File: src/rtl/pipe_hazard_ctrl.sv
// Hazard, bypass and data-memory wait controller for the 5-stage MIPS pipeline.
// Optional stall-cycle counter output enabled by defining STALL_COUNT_EN.
module pipe_hazard_ctrl #(
  parameter int unsigned MEM_TIMEOUT = 16,
  parameter int unsigned CNT_W       = 32
) (
  input  logic       clk,
  input  logic       clr,
  input  logic [4:0] rsD,
  input  logic [4:0] rtD,
  input  logic [4:0] rsE,
  input  logic [4:0] rtE,
  input  logic [4:0] writeRegE,
  input  logic [4:0] writeRegM,
  input  logic [4:0] writeRegW,
  input  logic       regWriteE,
  input  logic       regWriteM,
  input  logic       regWriteW,
  input  logic       memtoRegE,
  input  logic       memtoRegM,
  input  logic       branchD,
  input  logic       memOpM,
  input  logic       memAck,
  output logic       memReq,
  output logic       stallF,
  output logic       stallD,
  output logic       stallE,
  output logic       stallM,
  output logic       flushE,
  output logic       flushW,
  output logic       forwardAD,
  output logic       forwardBD,
  output logic [1:0] forwardAE,
  output logic [1:0] forwardBE,
  output logic       memErr
`ifdef STALL_COUNT_EN
  ,
  output logic [CNT_W-1:0] stallCnt
`endif
);

  typedef enum logic {StRun, StMemWait} state_t;

  localparam logic [7:0] TimeoutLast = 8'(MEM_TIMEOUT - 1);

  state_t     r_state;
  state_t     w_state_d;
  logic [7:0] r_wait_cnt;
  logic [7:0] w_wait_cnt_d;
  logic       r_mem_err;
  logic       w_mem_err_d;
  logic       w_mem_req;
  logic       w_timeout_hit;
  logic       w_mem_stall;
  logic       w_lw_stall;
  logic       w_br_stall;

  // r_wait_cnt counts stalled cycles of the current access, the RUN cycle included.
  assign w_mem_req     = memOpM & ~clr;
  assign w_timeout_hit = w_mem_req & ~memAck & (r_wait_cnt == TimeoutLast);
  assign w_mem_stall   = w_mem_req & ~memAck & ~w_timeout_hit;

  assign w_lw_stall = memtoRegE & ((rtE == rsD) | (rtE == rtD));
  assign w_br_stall = branchD &
                      ((regWriteE & ((writeRegE == rsD) | (writeRegE == rtD))) |
                       (memtoRegM & ((writeRegM == rsD) | (writeRegM == rtD))));

  function automatic logic [1:0] fwd_sel_e(input logic [4:0] r_x, input logic rw_m,
                                           input logic [4:0] wr_m, input logic rw_w,
                                           input logic [4:0] wr_w);
    if ((r_x != 5'd0) && rw_m && (r_x == wr_m)) begin
      return 2'b10;
    end else if ((r_x != 5'd0) && rw_w && (r_x == wr_w)) begin
      return 2'b01;
    end
    return 2'b00;
  endfunction

  always_comb begin
    w_state_d    = r_state;
    w_wait_cnt_d = r_wait_cnt;
    w_mem_err_d  = r_mem_err | w_timeout_hit;
    unique case (r_state)
      StRun: begin
        if (w_mem_stall) begin
          w_state_d    = StMemWait;
          w_wait_cnt_d = 8'd1;
        end
      end
      StMemWait: begin
        if (~w_mem_stall) begin
          w_state_d    = StRun;
          w_wait_cnt_d = 8'd0;
        end else begin
          w_wait_cnt_d = r_wait_cnt + 8'd1;
        end
      end
      default: begin
        w_state_d    = StRun;
        w_wait_cnt_d = 8'd0;
      end
    endcase
  end

  always_ff @(posedge clk or posedge clr) begin
    if (clr) begin
      r_state    <= StRun;
      r_wait_cnt <= 8'd0;
      r_mem_err  <= 1'b0;
    end else begin
      r_state    <= w_state_d;
      r_wait_cnt <= w_wait_cnt_d;
      r_mem_err  <= w_mem_err_d;
    end
  end

  always_comb begin
    memReq    = w_mem_req;
    stallF    = 1'b0;
    stallD    = 1'b0;
    stallE    = 1'b0;
    stallM    = 1'b0;
    flushE    = 1'b0;
    flushW    = 1'b0;
    forwardAD = 1'b0;
    forwardBD = 1'b0;
    forwardAE = 2'b00;
    forwardBE = 2'b00;
    if (!clr) begin
      forwardAD = (rsD != 5'd0) & regWriteM & (rsD == writeRegM);
      forwardBD = (rtD != 5'd0) & regWriteM & (rtD == writeRegM);
      forwardAE = fwd_sel_e(rsE, regWriteM, writeRegM, regWriteW, writeRegW);
      forwardBE = fwd_sel_e(rtE, regWriteM, writeRegM, regWriteW, writeRegW);
      if (w_mem_stall) begin
        // Flush MEM/WB so the held M instruction does not write back twice.
        stallF = 1'b1;
        stallD = 1'b1;
        stallE = 1'b1;
        stallM = 1'b1;
        flushW = 1'b1;
      end else if (w_lw_stall | w_br_stall) begin
        stallF = 1'b1;
        stallD = 1'b1;
        flushE = 1'b1;
      end
    end
  end

  assign memErr = r_mem_err;

`ifdef STALL_COUNT_EN
  logic [CNT_W-1:0] r_stall_cnt;

  always_ff @(posedge clk or posedge clr) begin
    if (clr) begin
      r_stall_cnt <= '0;
    end else if (stallF && (r_stall_cnt != '1)) begin
      r_stall_cnt <= r_stall_cnt + 1'b1;
    end
  end

  assign stallCnt = r_stall_cnt;
`else
  logic [CNT_W-1:0] w_unused_cnt;
  assign w_unused_cnt = '0;
`endif

endmodule

File: config.mk
export PLATFORM = sky130hd
export DESIGN_NAME = pipe_hazard_ctrl
export DESIGN_NICKNAME = d
export VERILOG_FILES = /design/src/rtl/pipe_hazard_ctrl.sv
export SDC_FILE = /design/constraint.sdc
export NUM_CORES = 1
export LEC_CHECK = 0
export BUFFER_PORTS_ARGS = -buffer_cell sky130_fd_sc_hd__buf_4
export CAP_MARGIN = 0
export CORE_ASPECT_RATIO = 1.5
export CORE_MARGIN = 3
export CORE_UTILIZATION = 30
export DETAILED_ROUTE_END_ITERATION = 8
export GPL_TIMING_DRIVEN = 0
export PLACE_DENSITY = 0.54
export SYNTH_ARGS = -nofsm -noshare
export SYNTH_HDL_FRONTEND = slang
export SYNTH_SLANG_ARGS = --single-unit
File: constraint.sdc
create_clock -name clk -period 1.85 [get_ports clk]
set_input_delay 0.0925 -clock clk [delete_from_list [all_inputs] [get_ports clk]]
set_output_delay 0.0925 -clock clk [all_outputs]
set_load 0.005 [all_outputs]
==> results.cfg <==
[outcome]
outcome = complete, no violations

[sta]
tns_ps = 0
whs_ps = 200
timing.slew.headroom = 0.694
fin_crit_sh = 0.952
slew_viol_final = 0
tightestPinTransition_ps = 457
final_hold_viol_count = 0
fmaxAchievable_mhz = 568
finalSetupViolations = 0
period_needed_ps = 1760
fin_worst_skew_ps = 1.63

[grt]
grt_max_degree = 11
grt_use_met3 = 0.0241
grt_antenna_before_repair = 0
grt_pass1_wl_um = 5950
grt_pass1_vias = 1397
use_met1 = 0.151
grt_use_met2 = 0.287
grt.overflow.total = 0
grt_usage = 0.147
top_usage_layer = met2

[yosys]
yosys-top-cells-area = xnor2_1 25%, dfrtp_1 20%, xor2_1 14%
yosysWarnings = 0
synthesis.instances = 156
synth_edf_count = 0
syn_nets = 202
synth_top_area_cell = xnor2_1
post_synth.cell_area_avg_um2 = 8.12
synth-main-ff-cell = dfrtp_1
synth_seq_area_share = 0.197
synth_top_area_share = 0.249
async_reset_ff_frac = 1.00
syn-cell-area_um2 = 1270
ys_seq_elements = 10
ys_types = 32

[detailed_routing]
drt_wl_total_um = 3540
drc = 0
vias_per_cell = 4.86
first_iter_violations = 31
wl_per_cell_um = 13.5
drtPass1Iterations = 4
dr_total_vias = 1279
ant_nets = 0

[cts]
clkSinkCount = 10
path_clk_slew_ps = 50
h-tree-depth = 1
insertion_delay_ps = 230
cts_tree = yes
cts_buffers = 3
cts-root-buf = clkbuf_8
cts_buffer_depth = 2

[worst_setup_path]
r2r_setup_slack_ps = 230
cp_max_fo = 6
start_kind = flop
crit_type = reg -> out
setup.worst_path.end_class = output port
required_ps = 1760
critical_path_arrival_ps = 1670

[floorplanning]
core_um2 = 3990
ios = 59
num_rows = 28
die_area_um2 = 5060
die_width_um = 59.1
start_util = 0.317
die_y_um = 85.6

[layout]
mostFrequentLayoutCell = buf_4
final_cell_mix = 60 x buf_4, 36 x xnor2_1, 20 x xor2_1
diodes = 0
synthToLayoutAreaGrowth_pct = 45.6
drive_gt1_frac = 0.372
layout.nets = 265
final_cells = 263
fin_util = 0.462

[power_and_ir_drop]
powerDensity_nw_per_um2 = 433
p_leak_nw = 0.813
ir_drop_mv = 0.424
total_power_uw = 799

[flow_run]
max_cap_violations = 0

[place]
port_buffers = 52
gp_congestion = 0.820
dpl.hpwl_um = 3020
place_inst = 253

[hold_path]
hold_class = in -> reg
==> per-stage QoR <==
step / worst slack [ps] / cell area (um2)
6_report: 89.0 / 1850
2_1_floorplan: 307 / 1270
3_3_place_gp: 38.8 / 1710
4_1_cts: 3.20 / 1790
3_5_place_dp: 48.4 / 1710
5_1_grt: -4.20 / 1850
==> critical path: stages, from the launching register on <==
cell and delay [ps]:
dfrtp_1 380, ha_2 210, and3_2 230, nand2_1 100, nand2_4 130, nand3_1 110
buf_4 160, buf_4 120
==> registers in the layout, indices dropped and copies added (netlist names) <==
| name | cells |
|---|---|
| r_state | 1 |
| memErr | 1 |
| r_wait_cnt | 8 |
==> worst paths after layout <==
kind | from | end | cells after the start
hold / removal | memAck | r_wait_cnt[2] | 4
setup / recovery | r_wait_cnt[1] | stallF | 7
max in group asynchronous | clr | r_wait_cnt[6] | 3
min in group asynchronous | clr | r_wait_cnt[0] | 3
setup reg to reg | r_wait_cnt[1] | r_wait_cnt[6] | 7
hold reg to reg | memErr | memErr | 1
==> area by class of cell <==
class,count,area (um2)
Sequential cell,10,250
Tap cell,45,56.3
Fill cell,418,2150
Multi-Input combinational cell,132,967
Clock buffer,4,55.1
Buffer,10,61.3
Timing Repair Buffer,58,438
Inverter,4,17.5
==> cells in the mapped netlist, types with 2 or more instances <==
| cell | n |
|---|---|
| nor4_2 | 2 |
| inv_1 | 3 |
| nand4_1 | 10 |
| nand2_1 | 13 |
| or4_1 | 3 |
| nor2_1 | 9 |
| clkbuf_1 | 2 |
| buf_2 | 4 |
| o21ai_0 | 2 |
| nor3_1 | 8 |
| nor4_1 | 4 |
| buf_4 | 3 |
| nand3_1 | 9 |
| nor2b_1 | 2 |
| dfrtp_1 | 10 |
| xor2_1 | 20 |
| xnor2_1 | 36 |
| nand4b_1 | 2 |
==> metal layers <==
metal  routed length (um)  share of wire  vias to the layer above
li1                     -              -                      652
met1                 1300           0.37                      582
met2                 2000           0.56                       41
met3                  202          0.057                        4
met4                   46          0.013                        0
met5                    0              0                        -
==> cells by family (layout without fill, tap and decap cells) <==
family	after synthesis	count (layout)	share of synthesized area
compound gates	5	5	0.0247
xor+xnor	56	56	0.387
fa+ha+maj	1	1	0.00987
buf+inv	14	76	0.0602
flops	10	10	0.197
mux	1	1	0.00790
simple gates	69	69	0.313
==> repair_timing <==
action | 4_1_cts | 5_1_grt
endpoints found under the hold margin | 10 | 0
buffers inserted | 1 | 4
setup endpoints to repair | 4 | 8
resized for setup | 1 | 6
pin swaps | 0 | 0
hold buffers | 1 | 0
==> where the power goes <==
group | switching [mW] | leakage, nW | internal [mW] | total (mW)
sequential | 0.00374 | 0.137 | 0.225 | 0.228
clock | 0.0851 | 0.0288 | 0.187 | 0.272
combinational | 0.135 | 0.647 | 0.163 | 0.299
No activity file was read; power rests on OpenSTA's default activity.
